`src/rtl/writeback_stage.sv`:
```
// ---------------------------------------------------------------------------
// writeback_stage
//
// MIPS write-back stage and write-side driver of the register file. It holds
// one MEM/WB entry, forms the final register value (ALU result, or the
// big-endian extracted and extended load data) at capture time, and presents
// that value to the register file once per retired instruction. The held
// value is also exported as a bypass source, and every retirement is counted.
//
// Ports
//   Clk, Reset        rising-edge clock, synchronous active-high reset
//   inValid/inReady   MEM -> WB handshake
//   inDest            destination register index
//   inRegWrite        instruction writes a register
//   inMemToReg        1 = load data, 0 = ALU result
//   inLoadSize        00 word, 01 halfword, 10 byte, 11 word
//   inLoadUnsigned    zero-extend (1) / sign-extend (0) sub-word loads
//   inByteOffset      load address bits [1:0]
//   inAluResult       ALU result
//   inMemData         raw word read from data memory
//   holdWb            freeze; the held entry is not consumed
//   rd/writeSig/writeData   register file write port
//   fwdValid/fwdDest/fwdData bypass value for operand forwarding
//   alignErr          held load is misaligned (retires without writing)
//   retireCount       retired-instruction counter (wraps)
//
// Handshake: a transfer into the stage happens on a rising edge where
// inValid && inReady. inReady = !validQ || !holdWb, so a held entry that is
// being consumed in the same cycle frees the slot for the next instruction
// (one instruction per cycle). The held entry is consumed on any edge where
// validQ && !holdWb; inValid does not depend on inReady.
// ---------------------------------------------------------------------------
module writeback_stage #(
    parameter int DATA_W     = 32,
    parameter int REG_ADDR_W = 5
) (
    input  logic                  Clk,
    input  logic                  Reset,
    input  logic                  inValid,
    output logic                  inReady,
    input  logic [REG_ADDR_W-1:0] inDest,
    input  logic                  inRegWrite,
    input  logic                  inMemToReg,
    input  logic [1:0]            inLoadSize,
    input  logic                  inLoadUnsigned,
    input  logic [1:0]            inByteOffset,
    input  logic [DATA_W-1:0]     inAluResult,
    input  logic [DATA_W-1:0]     inMemData,
    input  logic                  holdWb,
    output logic [REG_ADDR_W-1:0] rd,
    output logic                  writeSig,
    output logic [DATA_W-1:0]     writeData,
    output logic                  fwdValid,
    output logic [REG_ADDR_W-1:0] fwdDest,
    output logic [DATA_W-1:0]     fwdData,
    output logic                  alignErr,
    output logic [31:0]           retireCount
);

    localparam logic [1:0] SIZE_HALF = 2'b01;
    localparam logic [1:0] SIZE_BYTE = 2'b10;

    // Held MEM/WB entry
    logic                  validQ;
    logic [REG_ADDR_W-1:0] destQ;
    logic                  regWriteQ;
    logic [DATA_W-1:0]     resultQ;
    logic                  misalignQ;
    logic [31:0]           countQ;

    logic                  captureEn;
    logic                  consumeEn;
    logic                  destNonZero;
    logic                  writesReg;

    // Load extraction
    logic [15:0]           loadHalf;
    logic [7:0]            loadByte;
    logic                  extSign;
    logic [DATA_W-1:0]     loadValue;
    logic                  loadMisalign;
    logic [DATA_W-1:0]     nextResult;
    logic                  nextMisalign;

    // -----------------------------------------------------------------------
    // Handshake
    // -----------------------------------------------------------------------
    assign inReady   = !validQ || !holdWb;
    assign captureEn = inValid && inReady;
    assign consumeEn = validQ && !holdWb;

    // -----------------------------------------------------------------------
    // Result formation. Memory is big-endian: the lowest address (offset 0)
    // is the most significant byte of the word.
    // -----------------------------------------------------------------------
    always_comb begin
        loadHalf     = inByteOffset[1] ? inMemData[15:0] : inMemData[31:16];
        loadByte     = 8'h00;
        extSign      = 1'b0;
        loadValue    = inMemData;
        loadMisalign = 1'b0;

        case (inByteOffset)
            2'd0:    loadByte = inMemData[31:24];
            2'd1:    loadByte = inMemData[23:16];
            2'd2:    loadByte = inMemData[15:8];
            default: loadByte = inMemData[7:0];
        endcase

        case (inLoadSize)
            SIZE_HALF: begin
                extSign      = !inLoadUnsigned && loadHalf[15];
                loadValue    = {{(DATA_W-16){extSign}}, loadHalf};
                loadMisalign = inByteOffset[0];
            end
            SIZE_BYTE: begin
                extSign      = !inLoadUnsigned && loadByte[7];
                loadValue    = {{(DATA_W-8){extSign}}, loadByte};
                loadMisalign = 1'b0;
            end
            default: begin
                // Word, and the reserved encoding 11 behaves as word.
                loadValue    = inMemData;
                loadMisalign = (inByteOffset != 2'b00);
            end
        endcase
    end

    // Misalignment only means something for loads; ALU results are never
    // flagged regardless of what the offset bits happen to carry.
    assign nextResult   = inMemToReg ? loadValue : inAluResult;
    assign nextMisalign = inMemToReg && loadMisalign;

    // -----------------------------------------------------------------------
    // State
    // -----------------------------------------------------------------------
    always_ff @(posedge Clk) begin
        if (Reset) begin
            validQ    <= 1'b0;
            destQ     <= '0;
            regWriteQ <= 1'b0;
            resultQ   <= '0;
            misalignQ <= 1'b0;
            countQ    <= '0;
        end else begin
            // Capture wins over consume: in a same-cycle capture+consume the
            // old entry retires at this edge and the new one takes its slot.
            if (captureEn) begin
                validQ    <= 1'b1;
                destQ     <= inDest;
                regWriteQ <= inRegWrite;
                resultQ   <= nextResult;
                misalignQ <= nextMisalign;
            end else if (consumeEn) begin
                validQ    <= 1'b0;
            end

            if (consumeEn) begin
                countQ <= countQ + 32'd1;
            end
        end
    end

    // -----------------------------------------------------------------------
    // Outputs
    // -----------------------------------------------------------------------
    assign destNonZero = (destQ != '0);
    // Register 0 is hard-wired zero and misaligned loads never commit.
    assign writesReg   = regWriteQ && destNonZero && !misalignQ;

    assign rd          = destQ;
    assign writeData   = resultQ;
    // Only the consuming cycle writes, so a held entry cannot write twice.
    assign writeSig    = consumeEn && writesReg;

    // The bypass stays live while held so dependents can still forward.
    assign fwdValid    = validQ && writesReg;
    assign fwdDest     = destQ;
    assign fwdData     = resultQ;

    assign alignErr    = validQ && misalignQ;
    assign retireCount = countQ;

endmodule

```
`config.mk`:
```
export PLATFORM = sky130hd
export DESIGN_NAME = writeback_stage
export DESIGN_NICKNAME = d
export VERILOG_FILES = /design/src/rtl/writeback_stage.sv
export SDC_FILE = /design/constraint.sdc
export NUM_CORES = 1
export LEC_CHECK = 0
export ABC_CLOCK_PERIOD_IN_PS = 2700
export CAP_MARGIN = 25
export CELL_PAD_IN_SITES_DETAIL_PLACEMENT = 1
export CELL_PAD_IN_SITES_GLOBAL_PLACEMENT = 1
export CORE_MARGIN = 2
export CORE_UTILIZATION = 30
export CTS_CLUSTER_SIZE = 24
export DETAILED_ROUTE_END_ITERATION = 10
export PLACE_DENSITY_LB_ADDON = 0.05
export SYNTH_ARGS = -nofsm -noshare
export SYNTH_HDL_FRONTEND = slang
export SYNTH_SLANG_ARGS = --single-unit
```
`constraint.sdc`:
```
create_clock -name Clk -period 2.7 [get_ports Clk]
set_clock_uncertainty 0.05 [all_clocks]
set_input_delay 0.405 -clock Clk [delete_from_list [all_inputs] [get_ports Clk]]
set_output_delay 0.405 -clock Clk [all_outputs]
set_load 0.02 [all_outputs]
```
==> metrics list <==
- DIE WIDTH: 124 microns
- Once the clock tree was built, the setup fixing pass inserted 0 buffers.
* Flop2flop setup slack: 0.52 ns
- At the pin with the least slew margin, the transition time is 0.671 ns.
- Number of hold buffers added after cts: 0
- Static Leakage: 0.00238 uW
* Critical Path Start: holdWb
* Upper clock frequency limit: 397 MHz
* Total routing resource utilization after global routing: 20.4%
- For this block, wires on met1 add up to 6670 microns.
- Worst VDD drop: 337 uV
- Initial antenna violation count: 0
* RSZ-0062 raised after global routing: false
* Antenna Diode Count: 0
* Total met3 wirelength after detailed routing: 1050 microns
* Post-route fraction of the period consumed by the critical path: 93.3%
- The max-slew violation count came to 0.
- Once the floorplan was initialized, standard cells occupied 30.8% of the core.
- Iteration-0 DRC count of the detailed router: 225
- Synthesis handed over a netlist of 539 instances.
* Layout filler cell count: 1,689
* Number of routed nets with antenna violations: 0
- Synthesis produced a netlist with a net count of 622.
* Core ar.: 13,900 sq um
- Yosys printed 0 warnings.
- FFs w/ async S/R, synth: 0%
* Cell area after synthesis: 4290 sq um
* Critical path fanouts, max: 4
- Proportion of layout cells with a drive suffix above 1: 10.4%
* Die area: 15,300 sq um
- Number of buffers inserted during clock tree synthesis: 9
- Number of failing hold endpoints at the final stage: 0
- FF+latch count, synth: 72
- The number of placed instances, taps included, is 852.
- After clock tree synthesis, the clock-pin slew on the worst setup and hold paths is 0.06 ns.
- The clock net in this run drives a total of 72 sinks.
- Detailed placer's ending HPWL: 11,700 microns
- Critical path start-end classification: in2out
- Adding up every negative setup slack in the final design gives 0 ns.
* Final Non-Filler Cells: 869
- Counting distinct cell types in the post-synthesis netlist gives 50.
- Synthesis-to-finish area growth: 49.2%
- Average size of a mapped cell: 7.95 sq um
- Commonest register cell after synthesis: sky130_fd_sc_hd__dfxtp_1
- Worst flop-to-flop path startpoint: retireCount[0]
- Wire segments on met2 add up to 7320 microns in the final route.
- The via count of the first global-routing pass was 4,708.
* CP arrival: 2.06 ns
- In the final layout, the multi-input gates occupy 2320 sq um.
* P per Cell Area: 481 nW/um^2
* Master cell of the clock root buffer: sky130_fd_sc_hd__clkbuf_16
- TritonCTS built the clock tree.
- Worst-case clock buffer depth: 2
* Endpoint required time on the critical path: 2.25 ns
- For this run the aggregate overflow at the end of global routing stands at 0.
- Drt via density: 5.27
* CP startpoint kind: primary input
- The tool flagged a number of max-cap violations equal to 0.
- Worst hold slack: 0.414 ns
- Footprint of the flip-flops and latches: 1440 sq um
- Headroom to the max-slew limit came out at 55.1%.
- Setup violations remaining at the end of the flow were counted as 0.
- The placed instances occupy a cell area of 6100 sq um.
- From bottom edge to top edge, the die measures 124 microns.
- Clock latency at the later pin of the worst-skew pair: 0.34 ns
* Final design area excluding fillers: 6390 sq um
- During I/O placement, the number of pins put on the boundary was 190.
* Nets: 767
- Before antenna repair, the detailed router went through 5 iterations.
- The detailed router used layers up to and including met4.
- STA classifies the critical path endpoint as an output pin.
- Number of synthesized flops with an enable pin: 0
- Summed over all layers, the routed wires come to 15,200 microns.
* DRC: 0
- Via count: 4,576
* Maximum number of pins on one net before global-route repair: 53
- Count of instances resized after the clock tree is built: 0
- Global-route wire length before repair: 24,100 microns
* Type of the worst min-delay path: reg2reg
* Number of input and output port buffers inserted: 189
* H-Tree Depth: 3
- The worst hold path begins at regWriteQ.
* Core Rows: 43
- In the final routed layout, each cell accounts on average for 17.5 microns.
* GPL Wtd Cong: 0.827
- Sequential-to-total area share from yosys stat: 33.6%
* Status: completed
- Min Tclk post-route: 2.52 ns
cells in the final DEF, fill, tap and decap left out, drive strengths merged, types with 6 or more instances in the layout:
cell type and count:
a211oi 8, a21oi 44, a221o 29, and3 19, buf 22, clkbuf 11, clkdlybuf4s50 188, dfxtp 72
inv 20, mux2 19, nand2 52, nand3 17, nand4 6, nor2 54, nor2b 10, nor3 29
o21ai 16, o221ai 6, or3 10, or3b 7, xnor2 7
sequential cells by signal (all words and copies together), names as in the netlist:
register     flops
fwdData         32
retireCount     32
fwdDest          5
misalignQ        1
regWriteQ        1
validQ           1
stage by stage:
stage                     setup WS [ns]  util [%]  power, uW
final                             0.181      45.9       3080
after global routing              0.109      45.9       3220
after CTS                         0.178      45.8       3120
after detailed placement         0.0791      43.7       1920
after global placement            0.130      43.7       1910
after floorplan                   0.483         -       1580
cell type report:
type	instances	area share, %
Timing Repair Buffer	210	32.0
Clock buffer	11	3.64
Tap cell	180	3.52
Clock inverter	5	0.900
Multi-Input combinational cell	371	36.2
Inverter	20	1.17
Sequential cell	72	22.5
metal layers:
metal	track usage, %	vias to the layer above
met5	0	-
met4	5.97	0
met3	5.54	14
met2	33.7	158
met1	26.0	2216
li1	-	2188
cells by family after synthesis:
group,synth area share (%)
AO/OA/AOI/OAI,18.5
XOR/XNOR,2.04
adder cells (fa/ha/maj),0.876
buffers and inverters,12.3
flip-flops,33.6
multiplexers,5.75
AND/OR/NAND/NOR,26.9
final timing paths:
| check | end | cells after the start |
|---|---|---|
| setup / recovery | writeSig | 4 |
| hold / removal | regWriteQ | 2 |
| setup reg to reg | retireCount[30] | 5 |
| hold reg to reg | regWriteQ | 2 |
where the power goes:
| part | switching (uW) | internal (uW) |
|---|---|---|
| Combinational | 367 | 372 |
| Clock | 461 | 716 |
| Sequential | 48.0 | 1110 |
Yosys cell counts, types with 2 or more instances:
master | n | share of area (%)
sky130_fd_sc_hd__dfxtp_1 | 72 | 34
sky130_fd_sc_hd__nor2_1 | 54 | 4.7
sky130_fd_sc_hd__nand2_1 | 52 | 4.6
sky130_fd_sc_hd__a21oi_1 | 44 | 5.1
sky130_fd_sc_hd__buf_4 | 37 | 6.5
sky130_fd_sc_hd__a221o_1 | 29 | 6.8
sky130_fd_sc_hd__nor3_1 | 29 | 3.4
sky130_fd_sc_hd__clkbuf_1 | 24 | 2.1
sky130_fd_sc_hd__inv_1 | 20 | 1.8
sky130_fd_sc_hd__mux2_2 | 19 | 5.0
sky130_fd_sc_hd__and3_1 | 18 | 2.6
sky130_fd_sc_hd__nand3_1 | 16 | 1.9
sky130_fd_sc_hd__o21ai_0 | 15 | 1.8
sky130_fd_sc_hd__nor2b_1 | 10 | 1.5
sky130_fd_sc_hd__or3_1 | 10 | 1.5
sky130_fd_sc_hd__buf_2 | 9 | 1.1
sky130_fd_sc_hd__a211oi_1 | 8 | 1.4
sky130_fd_sc_hd__or3b_2 | 7 | 1.4
sky130_fd_sc_hd__xnor2_1 | 7 | 1.4
sky130_fd_sc_hd__nand4_1 | 6 | 0.88
sky130_fd_sc_hd__o221ai_1 | 6 | 1.2
sky130_fd_sc_hd__and4_1 | 4 | 0.82
sky130_fd_sc_hd__buf_1 | 3 | 0.26
sky130_fd_sc_hd__ha_1 | 3 | 0.88
sky130_fd_sc_hd__nor4_1 | 3 | 0.44
sky130_fd_sc_hd__xor2_1 | 3 | 0.61
sky130_fd_sc_hd__a221oi_1 | 2 | 0.41
sky130_fd_sc_hd__and2_1 | 2 | 0.29
sky130_fd_sc_hd__buf_6 | 2 | 0.53
sky130_fd_sc_hd__nand3b_1 | 2 | 0.35
sky130_fd_sc_hd__nor3b_1 | 2 | 0.35
sky130_fd_sc_hd__or4_1 | 2 | 0.35
sky130_fd_sc_hd__or4_4 | 2 | 0.53
worst max-delay path, stage by stage:
cell and delay, ns:
sky130_fd_sc_hd__clkdlybuf4s50_1 0.48, sky130_fd_sc_hd__buf_4 0.18, sky130_fd_sc_hd__nor4_1 0.31, sky130_fd_sc_hd__clkdlybuf4s50_1 0.69
Note: power is estimated with default switching activity, not from simulation.
